File: config.mk
export PLATFORM = sky130hd
export DESIGN_NAME = adc_seq_ctrl
export DESIGN_NICKNAME = d
export VERILOG_FILES = /design/src/rtl/adc_seq_ctrl.sv
export SDC_FILE = /design/constraint.sdc
export NUM_CORES = 1
export LEC_CHECK = 0
export BUFFER_PORTS_ARGS = -buffer_cell sky130_fd_sc_hd__buf_2
export CORE_MARGIN = 2
export CORE_UTILIZATION = 54
export DETAILED_ROUTE_END_ITERATION = 8
export HOLD_SLACK_MARGIN = 0.06
export PLACE_DENSITY = 0.79
export SYNTH_ARGS = -nofsm -noshare
export SYNTH_HDL_FRONTEND = slang
export SYNTH_SLANG_ARGS = --single-unit
File: constraint.sdc
create_clock -name mclkin -period 2.9 [get_ports mclkin]
set_clock_uncertainty 0.15 [all_clocks]
set_input_delay 0.58 -clock mclkin [delete_from_list [all_inputs] [get_ports mclkin]]
set_output_delay 0.58 -clock mclkin [all_outputs]
set_load 0.02 [all_outputs]
File: src/rtl/adc_seq_ctrl.sv
// Modulator clock sequencer and sample capture for six sigma-delta channels.
// Generates mclk_out from mclkin, discards SETTLE_N edges after start, then
// strobes masked modulator bits on every mclk rising edge and flags channels
// whose bitstream stays constant for STUCK_N consecutive samples.
//
// Ports:
//   mclkin      system clock (only clock)
//   rst         synchronous active-high reset
//   enable      level request to run the modulators
//   div         mclk half-period in mclkin cycles (0 treated as 1), latched at start
//   ch_en       channel mask {u3,i3,u2,i2,u1,i1}
//   mdat_in     registered modulator bitstreams, same order
//   mclk_out    modulator clock
//   sample_stb  one-cycle strobe, mdat_out valid
//   mdat_out    captured bits masked by ch_en, held between strobes
//   ready       high while running
//   state_o     IDLE=0, START=1, RUN=2, STOP=3
//   stuck_err   sticky per-channel stuck-bitstream flags
module adc_seq_ctrl #(
   parameter int unsigned DIV_W    = 8,
   parameter int unsigned SETTLE_N = 16,
   parameter int unsigned STUCK_N  = 64
) (
   input  logic             mclkin,
   input  logic             rst,
   input  logic             enable,
   input  logic [DIV_W-1:0] div,
   input  logic [5:0]       ch_en,
   input  logic [5:0]       mdat_in,
   output logic             mclk_out,
   output logic             sample_stb,
   output logic [5:0]       mdat_out,
   output logic             ready,
   output logic [1:0]       state_o,
   output logic [5:0]       stuck_err
);

   localparam int unsigned NCH   = 6;
   localparam int unsigned SET_W = $clog2(SETTLE_N + 1);
   localparam int unsigned REP_W = $clog2(STUCK_N + 1);
   localparam logic [SET_W-1:0] SET_LAST = SET_W'(SETTLE_N - 1);
   localparam logic [REP_W-1:0] REP_MAX  = REP_W'(STUCK_N - 1);

   typedef enum logic [1:0] {
      IDLE  = 2'd0,
      START = 2'd1,
      RUN   = 2'd2,
      STOP  = 2'd3
   } state_t;

   state_t             state_q, state_d;
   logic [DIV_W-1:0]   h_q, h_d;
   logic [DIV_W-1:0]   cnt_q, cnt_d;
   logic               mclk_q, mclk_d;
   logic [SET_W-1:0]   settle_q, settle_d;
   logic               stb_q, stb_d;
   logic               ready_q;
   logic [5:0]         mdat_q, mdat_d;
   logic [5:0]         err_q, err_d;
   logic [5:0]         prev_q, prev_d;
   logic [5:0]         seen_q, seen_d;
   logic [REP_W-1:0]   rep_q [NCH];
   logic [REP_W-1:0]   rep_d [NCH];
   logic               wrap;
   logic               rise;

   // State and datapath registers
   always_ff @(posedge mclkin) begin
      if (rst) begin
         state_q  <= IDLE;
         h_q      <= DIV_W'(1);
         cnt_q    <= '0;
         mclk_q   <= 1'b0;
         settle_q <= '0;
         stb_q    <= 1'b0;
         ready_q  <= 1'b0;
         mdat_q   <= '0;
         err_q    <= '0;
         prev_q   <= '0;
         seen_q   <= '0;
         for (int unsigned i = 0; i < NCH; i++) rep_q[i] <= '0;
      end else begin
         state_q  <= state_d;
         h_q      <= h_d;
         cnt_q    <= cnt_d;
         mclk_q   <= mclk_d;
         settle_q <= settle_d;
         stb_q    <= stb_d;
         ready_q  <= (state_d == RUN);
         mdat_q   <= mdat_d;
         err_q    <= err_d;
         prev_q   <= prev_d;
         seen_q   <= seen_d;
         for (int unsigned i = 0; i < NCH; i++) rep_q[i] <= rep_d[i];
      end
   end

   // Next-state, clock divider, capture and stuck detection
   always_comb begin
      state_d  = state_q;
      h_d      = h_q;
      cnt_d    = cnt_q;
      mclk_d   = mclk_q;
      settle_d = settle_q;
      stb_d    = 1'b0;
      mdat_d   = mdat_q;
      err_d    = err_q;
      prev_d   = prev_q;
      seen_d   = seen_q;
      for (int unsigned i = 0; i < NCH; i++) rep_d[i] = rep_q[i];

      wrap = (cnt_q == h_q - DIV_W'(1));
      rise = wrap && !mclk_q;

      // Divider free-runs in every active state; individual states override
      if (state_q != IDLE) begin
         cnt_d = wrap ? '0 : cnt_q + DIV_W'(1);
         if (wrap) mclk_d = !mclk_q;
      end

      unique case (state_q)
         IDLE: begin
            cnt_d  = '0;
            mclk_d = 1'b0;
            if (enable) begin
               state_d  = START;
               h_d      = (div == '0) ? DIV_W'(1) : div;
               settle_d = '0;
               err_d    = '0;
               seen_d   = '0;
               for (int unsigned i = 0; i < NCH; i++) rep_d[i] = '0;
            end
         end
         START: begin
            if (!enable) begin
               state_d = IDLE;
               cnt_d   = '0;
               mclk_d  = 1'b0;
            end else if (rise) begin
               if (settle_q == SET_LAST) state_d = RUN;
               else                      settle_d = settle_q + SET_W'(1);
            end
         end
         RUN: begin
            if (rise) begin
               stb_d  = 1'b1;
               mdat_d = mdat_in & ch_en;
               // rep counts repeats after the first sample, so STUCK_N equal
               // samples correspond to rep reaching STUCK_N-1
               for (int unsigned i = 0; i < NCH; i++) begin
                  if (!ch_en[i]) begin
                     rep_d[i]  = '0;
                     seen_d[i] = 1'b0;
                  end else begin
                     if (seen_q[i] && (mdat_in[i] == prev_q[i])) begin
                        if (rep_q[i] != REP_MAX) rep_d[i] = rep_q[i] + REP_W'(1);
                        if (rep_d[i] == REP_MAX) err_d[i] = 1'b1;
                     end else begin
                        rep_d[i] = '0;
                     end
                     seen_d[i] = 1'b1;
                     prev_d[i] = mdat_in[i];
                  end
               end
            end
            if (!enable) state_d = STOP;
         end
         STOP: begin
            // Leave only with mclk low so the high phase is never cut short
            if (!mclk_q) begin
               state_d = IDLE;
               cnt_d   = '0;
               mclk_d  = 1'b0;
            end else if (wrap) begin
               state_d = IDLE;
            end
         end
         default: state_d = IDLE;
      endcase
   end

   assign mclk_out   = mclk_q;
   assign sample_stb = stb_q;
   assign mdat_out   = mdat_q;
   assign ready      = ready_q;
   assign state_o    = state_q;
   assign stuck_err  = err_q;

endmodule

==> results of run 1 <==
-- cell usage in the layout (no fill, tap or decap), drive strengths merged, types with 4 or more instances in the layout --
cell,instances
a22oi,5
nand3b,9
and2,6
dfxtp,92
and3,14
nor3b,9
ha,11
buf,78
nor2,62
nand2,87
a41oi,4
inv,16
xor2,13
nand2b,11
a31oi,11
clkbuf,9
o22ai,4
nand4,12
nor4,4
a21oi,82
nor3,26
nand3,24
o21ai,17
xnor2,16
-- power by group through the flow --
| stage | sequential, mW | combinational, mW | clock, mW |
|---|---|---|---|
| finish | 1.29 | 0.272 | 0.910 |
| global route | 1.29 | 0.293 | 0.981 |
| CTS | 1.29 | 0.241 | 0.924 |
| detailed placement | 1.32 | 0.224 | 0 |
| global placement | 1.32 | 0.218 | 0 |
| floorplan | 1.32 | 0.144 | 0 |
-- per-layer routing --
| layer | share of wire, % | up-vias | global-route usage, % |
|---|---|---|---|
| li1 | - | 2321 | - |
| met1 | 42 | 2231 | 31.6 |
| met2 | 51 | 177 | 41.8 |
| met3 | 5.1 | 32 | 3.94 |
| met4 | 2.0 | 0 | 10.4 |
| met5 | 0 | - | 0 |
-- cell type report --
type | count | area (sq um)
timing repair buffer | 78 | 498
tap | 108 | 135
multi-input combinational | 477 | 2980
fill | 711 | 2920
sequential | 92 | 1850
clock inverter | 7 | 81.3
inverter | 12 | 45.0
clock buffer | 9 | 124
-- timing repair --
| action | in CTS | in global routing |
|---|---|---|
| gates cloned | 0 | 2 |
| setup endpoints to repair | 33 | 61 |
| gates resized for setup | 13 | 36 |
| buffers inserted | 4 | 6 |
| pin swaps | 6 | 22 |
-- cells by family after synthesis --
group | count (synthesis) | share of synthesized area [%]
and+or+nand+nor | 276 | 28.6
AOI/OAI and AO/OA | 157 | 20.3
DFF | 92 | 38.5
buffers and inverters | 41 | 3.32
xor gates and xnor gates | 29 | 5.47
adders and majority gates | 11 | 2.88
muxes | 4 | 0.864
-- worst max-delay path, stage by stage, from the launching register on --
cell     delay, ns
dfxtp_4       0.38
nor2_1        0.19
and3_4        0.25
nor4b_4       0.21
a31oi_2       0.09
nor4_4        0.33
ha_2          0.23
nand2_2       0.07
buf_6         0.16
a21oi_4       0.20
nand2_2       0.09
or4_1         0.41
a21oi_1       0.13
-- metrics by stage --
| step | setup WS [ns] | utilization [%] | instance area (sq um) | hold slack, ns |
|---|---|---|---|---|
| floorplan | 0.0462 | - | 4830 | 0.282 |
| global placement | 0.0503 | 60.7 | 5240 | 0.288 |
| detailed placement | -0.102 | 60.7 | 5240 | 0.299 |
| CTS | -0.0110 | 64.0 | 5530 | 0.306 |
| global route | -0.157 | 66.2 | 5720 | 0.308 |
| finish | -0.0395 | 66.2 | 5720 | 0.311 |
-- state kept, by name, summed over array words and instances, names as in the netlist --
signal	cells
rep_q	42
cnt_q	8
h_q	8
mdat_out	6
prev_q	6
seen_q	6
stuck_err	6
settle_q	5
state_o	2
mclk_out	1
ready	1
sample_stb	1
-- worst max-delay path by stage --
| stage | slack (ns) | endpoint | start |
|---|---|---|---|
| floorplan | 0.05 | rep_q[1][5]$_SDFFE_PP0P_ | h_q[0]$_SDFFE_PP1P_ |
| global placement | 0.05 | stuck_err[1]$_SDFFE_PP0P_ | h_q[0]$_SDFFE_PP1P_ |
| detailed placement | -0.10 | stuck_err[1]$_SDFFE_PP0P_ | h_q[2]$_SDFFE_PP0P_ |
| CTS | -0.01 | rep_q[2][1]$_SDFFE_PP0P_ | h_q[0]$_SDFFE_PP1P_ |
| global route | -0.16 | rep_q[1][1]$_SDFFE_PP0P_ | h_q[3]$_SDFFE_PP0P_ |
| finish | -0.04 | rep_q[1][5]$_SDFFE_PP0P_ | h_q[1]$_SDFFE_PP0P_ |
==> qor.yml, run 1 <==
avgSynthCellArea_sq_um: 7.84
fin_crit_sh_pct: 101
clockPowerShare_pct: 36.8
track_usage_pct: 24.8
drive_above_1_share_pct: 20.9
htree_levels: 3
io_buffers: 39
p_total_mw: 2.47
nets: 704
synth_commonest_cells: "92 x dfxtp_1, 87 x nand2_1, 82 x a21oi_1, 62 x nor2_1"
r2r_start: "h_q[1]$_SDFFE_PP0P_"
path_clk_slew_ns: 0.10
die_w_um: 98.1
synth_most_common_cell: "dfxtp_1"
critPathRequiredTime_ns: 3.06
finalHoldViolations: 0
p_leak_nw: 2.10
crit_path_start_kind: "flop"
post-route-min-period_ns: 2.94
postRouteAntennaNets: 0
r2r_slack_ns: -0.04
grt_pass1_vias: 4365
cts_tree: "yes"
post-place-cells: 755
p_seq_share_pct: 52.2
synth_edf_count: 0
ys_seq_area_share_pct: 38.5
syn_inst: 610
dpl.hpwl_um: 8190
routedWlPerCell_um: 15.6
hold_end: "seen_q[4]$_SDFFE_PP0P_"
ios: 40
area_growth_pct: 19.6
tightestPinTransition_ns: 0.703
r2r_cells: 12
grt_max_degree: 36
drc: 0
synth_top_cell_area_share_pct: 38.5
fin_ws_ns: -0.0395
slew_headroom_pct: 53.1
drt-initial-drc-count: 271
synth_fp_nets: 644
grt_pass1_wl_um: 20000
synth_area_leaders: "dfxtp_1 39%, a21oi_1 8.6%, nand2_1 6.8%"
max_freq_mhz: 340
clk_latency_ns: 0.37
instances_no_fill: 783
synth_area_leader_cell: "dfxtp_1"
intPower_mw: 1.80
violations: "setup timing"
p_switching_mw: 0.673
fp-row-count: 34
drt-total-wl_um: 12200
synth_flop_cell: "dfxtp_1"
synthArstFlopShare_pct: 0
dieArea_sq_um: 9620
gp_congestion: 0.919
via_count: 4761
vdd_ir_drop_max_uv: 219
antenna_found_initial: 0
overflow: 0
cap_viol_max_count: 0
hp-class: "reg -> reg"
synth_cell_types: 61
synth.ff_latch_count: 92
finalSetupTns_ns: -0.118
die_y_um: 98.1
via_per_inst: 6.08
outcome: "complete, but fails checks"
cts.sinks: 92
criticalPathCategory: "reg -> reg"
first_pass_iters: 5
initial_core_util_pct: 55.3
setup_violations: 4
core_area_sq_um: 8640
timing.rr.end: "rep_q[1][5]$_SDFFE_PP0P_"
final-max-slew-violation-count: 0
rsz0062_at_grt: "yes"
syn-cell-area_sq_um: 4780
p_sw_share_pct: 27.2
power.density_nw_per_um2: 433
cp_max_fo: 4
numCtsBuffers: 9
ys_warn_count: 0
diodes: 0
whs_path_depth: 2
clockBufferDepth: 2
worstHoldStart: "seen_q[4]$_SDFFE_PP0P_"
pwr-share-comb_pct: 11.0
endpoint_kind: "flop"
cts_hold_buf: 0
cts_root_buffer: "clkbuf_8"
crit_arrival_ns: 3.10
Note: power is estimated with default switching activity, not from simulation.
==> run 2: changes to the inputs <==
Settings changed: ABC_AREA set to 1.
==> run 2 against run 1 <==
  * The flow now finishes without violations
  * Synthesized cell count increased by 26%
  * Sequential power barely moved
  * Register-to-register slack improved by 0.23 ns
  * Hold slack got worse by 0.0095 ns
  * Largest cell class unchanged
==> qor.yml, run 2 <==
finalSetupTns_ns: 0
synth_area_leader_cell: "dfxtp_1"
cpPeakStageDelay_ns: 0.33
pwr-share-comb_pct: 9.9
post-place-cells: 912
synth_most_common_cell: "nand2_1"
htree_levels: 3
worstHoldStart: "stuck_err[0]$_SDFFE_PP0P_"
r2r_slack_ns: 0.19
fp-row-count: 35
syn-cell-area_sq_um: 5030
numCtsBuffers: 9
p_leak_nw: 2.37
fillers: 852
ios: 40
initial_core_util_pct: 55.0
die_y_um: 101
area_growth_pct: 11.9
synth_fp_nets: 803
antenna_found_initial: 0
rsz0062_at_grt: "yes"
ys_warn_count: 0
clockPowerShare_pct: 37.3
via_count: 4916
overflow: 0
vdd_ir_drop_max_uv: 302
finalHoldViolations: 0
top_register: "rep_q"
p_switching_mw: 0.679
cp_num_buf_inv: 5
crit_chain: "inv_2 > ha_4 > nand3_1 > xnor2_1 > nand2_1 > nor2_2 > nand2_2 > inv_1 > ha_2 > inv_1 > nor2_4 > inv_4 > nor2_4 > inv_2 > nor2_8 > o21ai_1 > a211oi_2"
hold_end: "stuck_err[0]$_SDFFE_PP0P_"
cp_slowest_cell: "dfxtp_1"
p_seq_share_pct: 52.9
synth_top_cell_area_share_pct: 36.6
p_sw_share_pct: 27.7
whs_path_depth: 2
drive_above_1_share_pct: 12.9
synth_edf_count: 0
synth.ff_latch_count: 92
fin_crit_sh_pct: 93.4
synthArstFlopShare_pct: 0
r2r_cells: 17
post-route-min-period_ns: 2.71
intPower_mw: 1.77
grt_max_degree: 66
synth_flop_cell: "dfxtp_1"
slew_headroom_pct: 52.6
dpl.hpwl_um: 8350
final_common_cell: "nand2_1"
endpoint_kind: "flop"
tightestPinTransition_ns: 0.711
synth_cell_types: 35
hp-class: "reg -> reg"
via_per_inst: 5.27
drt-total-wl_um: 11700
diodes: 0
largest_register_ffs: 42
r2r_start: "h_q[0]$_SDFFE_PP1P_"
layout_common_cells: "267 x nand2_1, 92 x dfxtp_1, 84 x inv_1"
synth_commonest_cells: "268 x nand2_1, 92 x dfxtp_1, 87 x inv_1, 79 x a21oi_1, 60 x nor2_1"
synth_area_leaders: "dfxtp_1 37%, nand2_1 20%, a21oi_1 7.9%"
fin_ws_ns: 0.192
cp_top_family: "simple AND/OR/NAND/NOR gates"
instances_no_fill: 932
postRouteAntennaNets: 0
cp_max_fo: 11
core_area_sq_um: 9150
grt_pass1_wl_um: 19600
cts_tree: "yes"
die_w_um: 101
max_freq_mhz: 369
preCtsSetupSlack_ns: -0.0636
drc: 0
setup_violations: 0
cts_root_buffer: "clkbuf_8"
clockBufferDepth: 2
top_regs: "rep_q: 42 flops, cnt_q: 8 flops, h_q: 8 flops"
track_usage_pct: 23.6
timing.rr.end: "rep_q[3][6]$_SDFFE_PP0P_"
criticalPathCategory: "reg -> reg"
ys_seq_area_share_pct: 36.6
dieArea_sq_um: 10100
cap_viol_max_count: 0
final-max-slew-violation-count: 0
critPathRequiredTime_ns: 3.04
power.density_nw_per_um2: 435
first_pass_iters: 7
routedWlPerCell_um: 12.5
crit_start: "h_q[0]$_SDFFE_PP1P_"
crit_arrival_ns: 2.85
grt_pass1_vias: 4614
gp_congestion: 0.880
outcome: "complete, no violations"
clk_latency_ns: 0.37
io_buffers: 39
cts.sinks: 92
syn_inst: 769
avgSynthCellArea_sq_um: 6.55
path_clk_slew_ns: 0.10
crit_path_start_kind: "flop"
nets: 850
drt-initial-drc-count: 202
-- run 2: cell count changes after synthesis, sizes merged, moves of 10 or more --
| cell | before | now |
|---|---|---|
| a31oi | 11 | 1 |
| and3 | 14 | 0 |
| clkbuf | 25 | 7 |
| inv | 12 | 93 |
| nand2 | 87 | 270 |
| nand2b | 11 | 0 |
| nand3 | 24 | 48 |
| nor2 | 62 | 73 |
| nor3 | 26 | 12 |
-- run 2: cells by family (layout without fill, tap and decap cells) --
kind of cell,after synthesis,in the layout,share of synthesized area (%)
and+or+nand+nor,420,420,35.7
AOI/OAI and AO/OA,111,111,11.8
buffers and inverters,109,161,8.60
DFF,92,92,36.6
xor gates and xnor gates,26,26,4.52
adders and majority gates,11,11,2.73
-- run 2: power by group through the flow --
| stage | clock [mW] | sequential [mW] | combinational (mW) |
|---|---|---|---|
| final | 0.913 | 1.30 | 0.242 |
| after floorplan | 0 | 1.33 | 0.143 |
| after CTS | 0.927 | 1.30 | 0.225 |
| after global placement | 0 | 1.32 | 0.215 |
| after global routing | 0.967 | 1.30 | 0.268 |
| after detailed placement | 0 | 1.32 | 0.221 |
-- run 2: area by class of cell --
cell class	count	area, sq um	share of cell area (%)
tap	111	139	2.47
timing repair buffer	51	285	5.06
inverter	94	355	6.31
sequential	92	1840	32.7
multi-input combinational	568	2810	49.8
clock inverter	7	82.6	1.47
clock buffer	9	124	2.20
-- run 2: worst register-to-register path, delay by kind of cell, from the launching register on --
| kind | cells | cell delay (ns) |
|---|---|---|
| simple gates | 7 | 0.82 |
| flops | 1 | 0.33 |
| fa+ha+maj | 2 | 0.37 |
| xor+xnor | 1 | 0.18 |
| buf+inv | 5 | 0.47 |
| compound gates | 2 | 0.31 |
-- run 2: worst max path at each step --
| stage | to | slack [ns] | cells after the start |
|---|---|---|---|
| finish | rep_q[3][6]$_SDFFE_PP0P_ | 0.19 | 17 |
| CTS | rep_q[3][6]$_SDFFE_PP0P_ | 0.006 | 17 |
| global placement | rep_q[3][6]$_SDFFE_PP0P_ | 0.19 | 18 |
| global route | rep_q[3][6]$_SDFFE_PP0P_ | -0.04 | 18 |
| floorplan | rep_q[0][2]$_SDFFE_PP0P_ | 0.46 | 19 |
| detailed placement | rep_q[3][6]$_SDFFE_PP0P_ | -0.06 | 17 |
-- run 2: timing repair --
action / CTS / global route
cloned: 0 / 0
endpoints found under the setup margin: 2 / 51
pin swaps: 1 / 3
resized for setup: 4 / 13
buffers inserted: 0 / 4
hold buffers: 0 / 0
-- run 2: stage by stage --
step | util (%) | hold WS [ns] | area (sq um) | total power [mW]
2_1_floorplan | - | 0.281 | 5030 | 1.47
3_3_place_gp | 58.4 | 0.285 | 5350 | 1.54
3_5_place_dp | 58.4 | 0.289 | 5350 | 1.55
4_1_cts | 60.8 | 0.303 | 5570 | 2.45
5_1_grt | 61.6 | 0.312 | 5630 | 2.53
6_report | 61.6 | 0.301 | 5630 | 2.45
-- run 2: layer usage --
layer	routed length (um)	share of wire [%]	global-route usage, %	vias up
li1	-	-	-	2542
met1	5310	45	28.1	2235
met2	5660	48	42.1	120
met3	534	4.6	5.48	19
met4	188	1.6	7.69	0
met5	0	0	0	-
==> run 3: changes to the inputs <==
Settings changed: CORE_UTILIZATION 54 to 60, PLACE_DENSITY 0.79 to 0.83.
Clock period 2.9 ns to 3 ns, I/O delays scaled along.
==> run 3 against run 2 <==
  * Register-to-register slack gained 0.05 ns
  * Global-route usage grew 2.9 points
  * First-iteration DRC count grew 39%
  * Largest cell class unchanged
  * Largest power group unchanged
==> qor.yml, run 3 (synthesis results as in run 2) <==
clockBufferDepth: 2
setup_violations: 0
cp_max_fo: 11
whs_path_depth: 2
fin_crit_sh_pct: 91.8
finalHoldViolations: 0
use_met2_pct: 45.6
routedWlPerCell_um: 12.6
path_clk_slew_ns: 0.10
fp-row-count: 33
clk_latency_ns: 0.37
largest_register_ffs: 42
drc: 0
track_usage_pct: 26.5
ios: 40
final_common_cell: "nand2_1"
gp_congestion: 0.909
r2r_cells: 18
post-place-cells: 901
postRouteAntennaNets: 0
power.density_nw_per_um2: 443
cts_hold_buf: 0
max_freq_mhz: 363
r2r_start: "h_q[2]$_SDFFE_PP0P_"
drive_above_1_share_pct: 11.9
io_buffers: 39
worstHoldStart: "stuck_err[0]$_SDFFE_PP0P_"
hold_end: "stuck_err[0]$_SDFFE_PP0P_"
crit_arrival_ns: 2.88
overflow: 0
post-route-min-period_ns: 2.76
r2r_slack_ns: 0.24
antenna_found_initial: 0
numCtsBuffers: 9
criticalPathCategory: "reg -> reg"
drt-initial-drc-count: 280
first_pass_iters: 5
p_total_mw: 2.50
initial_core_util_pct: 61.6
crit_path_start_kind: "flop"
timing.rr.end: "rep_q[3][6]$_SDFFE_PP0P_"
core_area_sq_um: 8180
grtUsageMet3_pct: 5.06
drt-total-wl_um: 11600
outcome: "complete, no violations"
dpl.hpwl_um: 8320
die_w_um: 95.6
vdd_ir_drop_max_uv: 229
hp-class: "reg -> reg"
top_register: "rep_q"
p_leak_nw: 2.36
cts_tree: "yes"
via_per_inst: 5.36
endpoint_kind: "flop"
slew_headroom_pct: 53.6
gr-usage-met1_pct: 32.6
top_regs: "rep_q: 42 flops, cnt_q: 8 flops, h_q: 8 flops"
tightestPinTransition_ns: 0.697
die_y_um: 95.6
grt_max_degree: 66
diodes: 0
dieArea_sq_um: 9140
area_growth_pct: 12.2
via_count: 4918
critPathRequiredTime_ns: 3.13
nets: 842
instances_no_fill: 918
htree_levels: 3
grt.busiest_layer: "met2"
final-max-slew-violation-count: 0
layout_common_cells: "268 x nand2_1, 92 x dfxtp_1, 85 x inv_1"
cap_viol_max_count: 0
grt_pass1_wl_um: 19500
cts.sinks: 92
cts_root_buffer: "clkbuf_8"
grt_pass1_vias: 4534
==> run 3: cell count changes in the layout (fill, tap and decap cells not counted), sizes merged <==
| cell | previous run | this run |
|---|---|---|
| clkinv | 2 | 3 |
| clkinvlp | 2 | 1 |
| clkbuf | 9 | 10 |
| buf | 51 | 43 |
| inv | 96 | 93 |
| bufinv | 1 | 3 |
==> run 3: layer usage <==
| metal | up-vias | share of wire, % |
|---|---|---|
| met4 | 0 | 1.1 |
| met1 | 2273 | 45 |
| met5 | - | 0 |
| li1 | 2520 | - |
| met2 | 114 | 49 |
| met3 | 11 | 5.3 |
==> run 3: final cells by class <==
cell class	instances	area [sq um]
Fill cell	723	2530
Multi-Input combinational cell	568	2820
Clock buffer	10	138
Clock inverter	6	111
Timing Repair Buffer	43	250
Sequential cell	92	1840
Tap cell	105	131
Inverter	94	355
==> run 3: critical path: stages, from the launching register on <==
cell	delay, ns
dfxtp_1	0.34
inv_1	0.17
nand3_2	0.13
nor2_4	0.12
nand3_1	0.08
nand2_1	0.07
nand2_1	0.05
nor2_1	0.12
nand2_1	0.11
inv_1	0.09
ha_2	0.21
inv_1	0.08
nor2_4	0.18
inv_4	0.11
nor2_2	0.13
inv_2	0.08
nor2_8	0.12
o21ai_0	0.10
a211oi_1	0.20
==> run 3: through the flow <==
stage               utilization, %  setup slack (ns)  hold slack [ns]  cell area (sq um)  TNS, ns
floorplan                        -             0.561            0.281               5030        0
global placement              65.0             0.289            0.287               5320        0
detailed placement            65.0             0.101            0.291               5320        0
CTS                           68.1            0.0553            0.306               5560        0
global route                  69.1           -0.0227            0.330               5650  -0.0227
finish                        69.1             0.245            0.306               5650        0
==> run 3: power breakdown <==
part           switching [mW]  total [mW]  internal, mW
clock network           0.446        1.02         0.576
logic                   0.151       0.225        0.0744
registers              0.0149        1.25          1.24
total                   0.612        2.50          1.89
==> run 3: how the worst max path moves through the flow <==
| stage | startpoint | to | slack [ns] | cells after the start |
|---|---|---|---|---|
| 6_report | h_q[2]$_SDFFE_PP0P_ | rep_q[3][6]$_SDFFE_PP0P_ | 0.24 | 18 |
| 5_1_grt | h_q[2]$_SDFFE_PP0P_ | rep_q[3][6]$_SDFFE_PP0P_ | -0.02 | 18 |
| 3_5_place_dp | h_q[0]$_SDFFE_PP1P_ | rep_q[3][6]$_SDFFE_PP0P_ | 0.10 | 18 |
| 2_1_floorplan | h_q[0]$_SDFFE_PP1P_ | rep_q[0][2]$_SDFFE_PP0P_ | 0.56 | 19 |
| 3_3_place_gp | h_q[0]$_SDFFE_PP1P_ | rep_q[3][6]$_SDFFE_PP0P_ | 0.29 | 18 |
| 4_1_cts | h_q[0]$_SDFFE_PP1P_ | rep_q[3][6]$_SDFFE_PP0P_ | 0.06 | 18 |
==> run 3: repair_timing <==
action,4_1_cts,5_1_grt
endpoints found under the setup margin,0,46
resized for setup,0,17
endpoints found under the hold margin,0,0
setup buffers,0,1
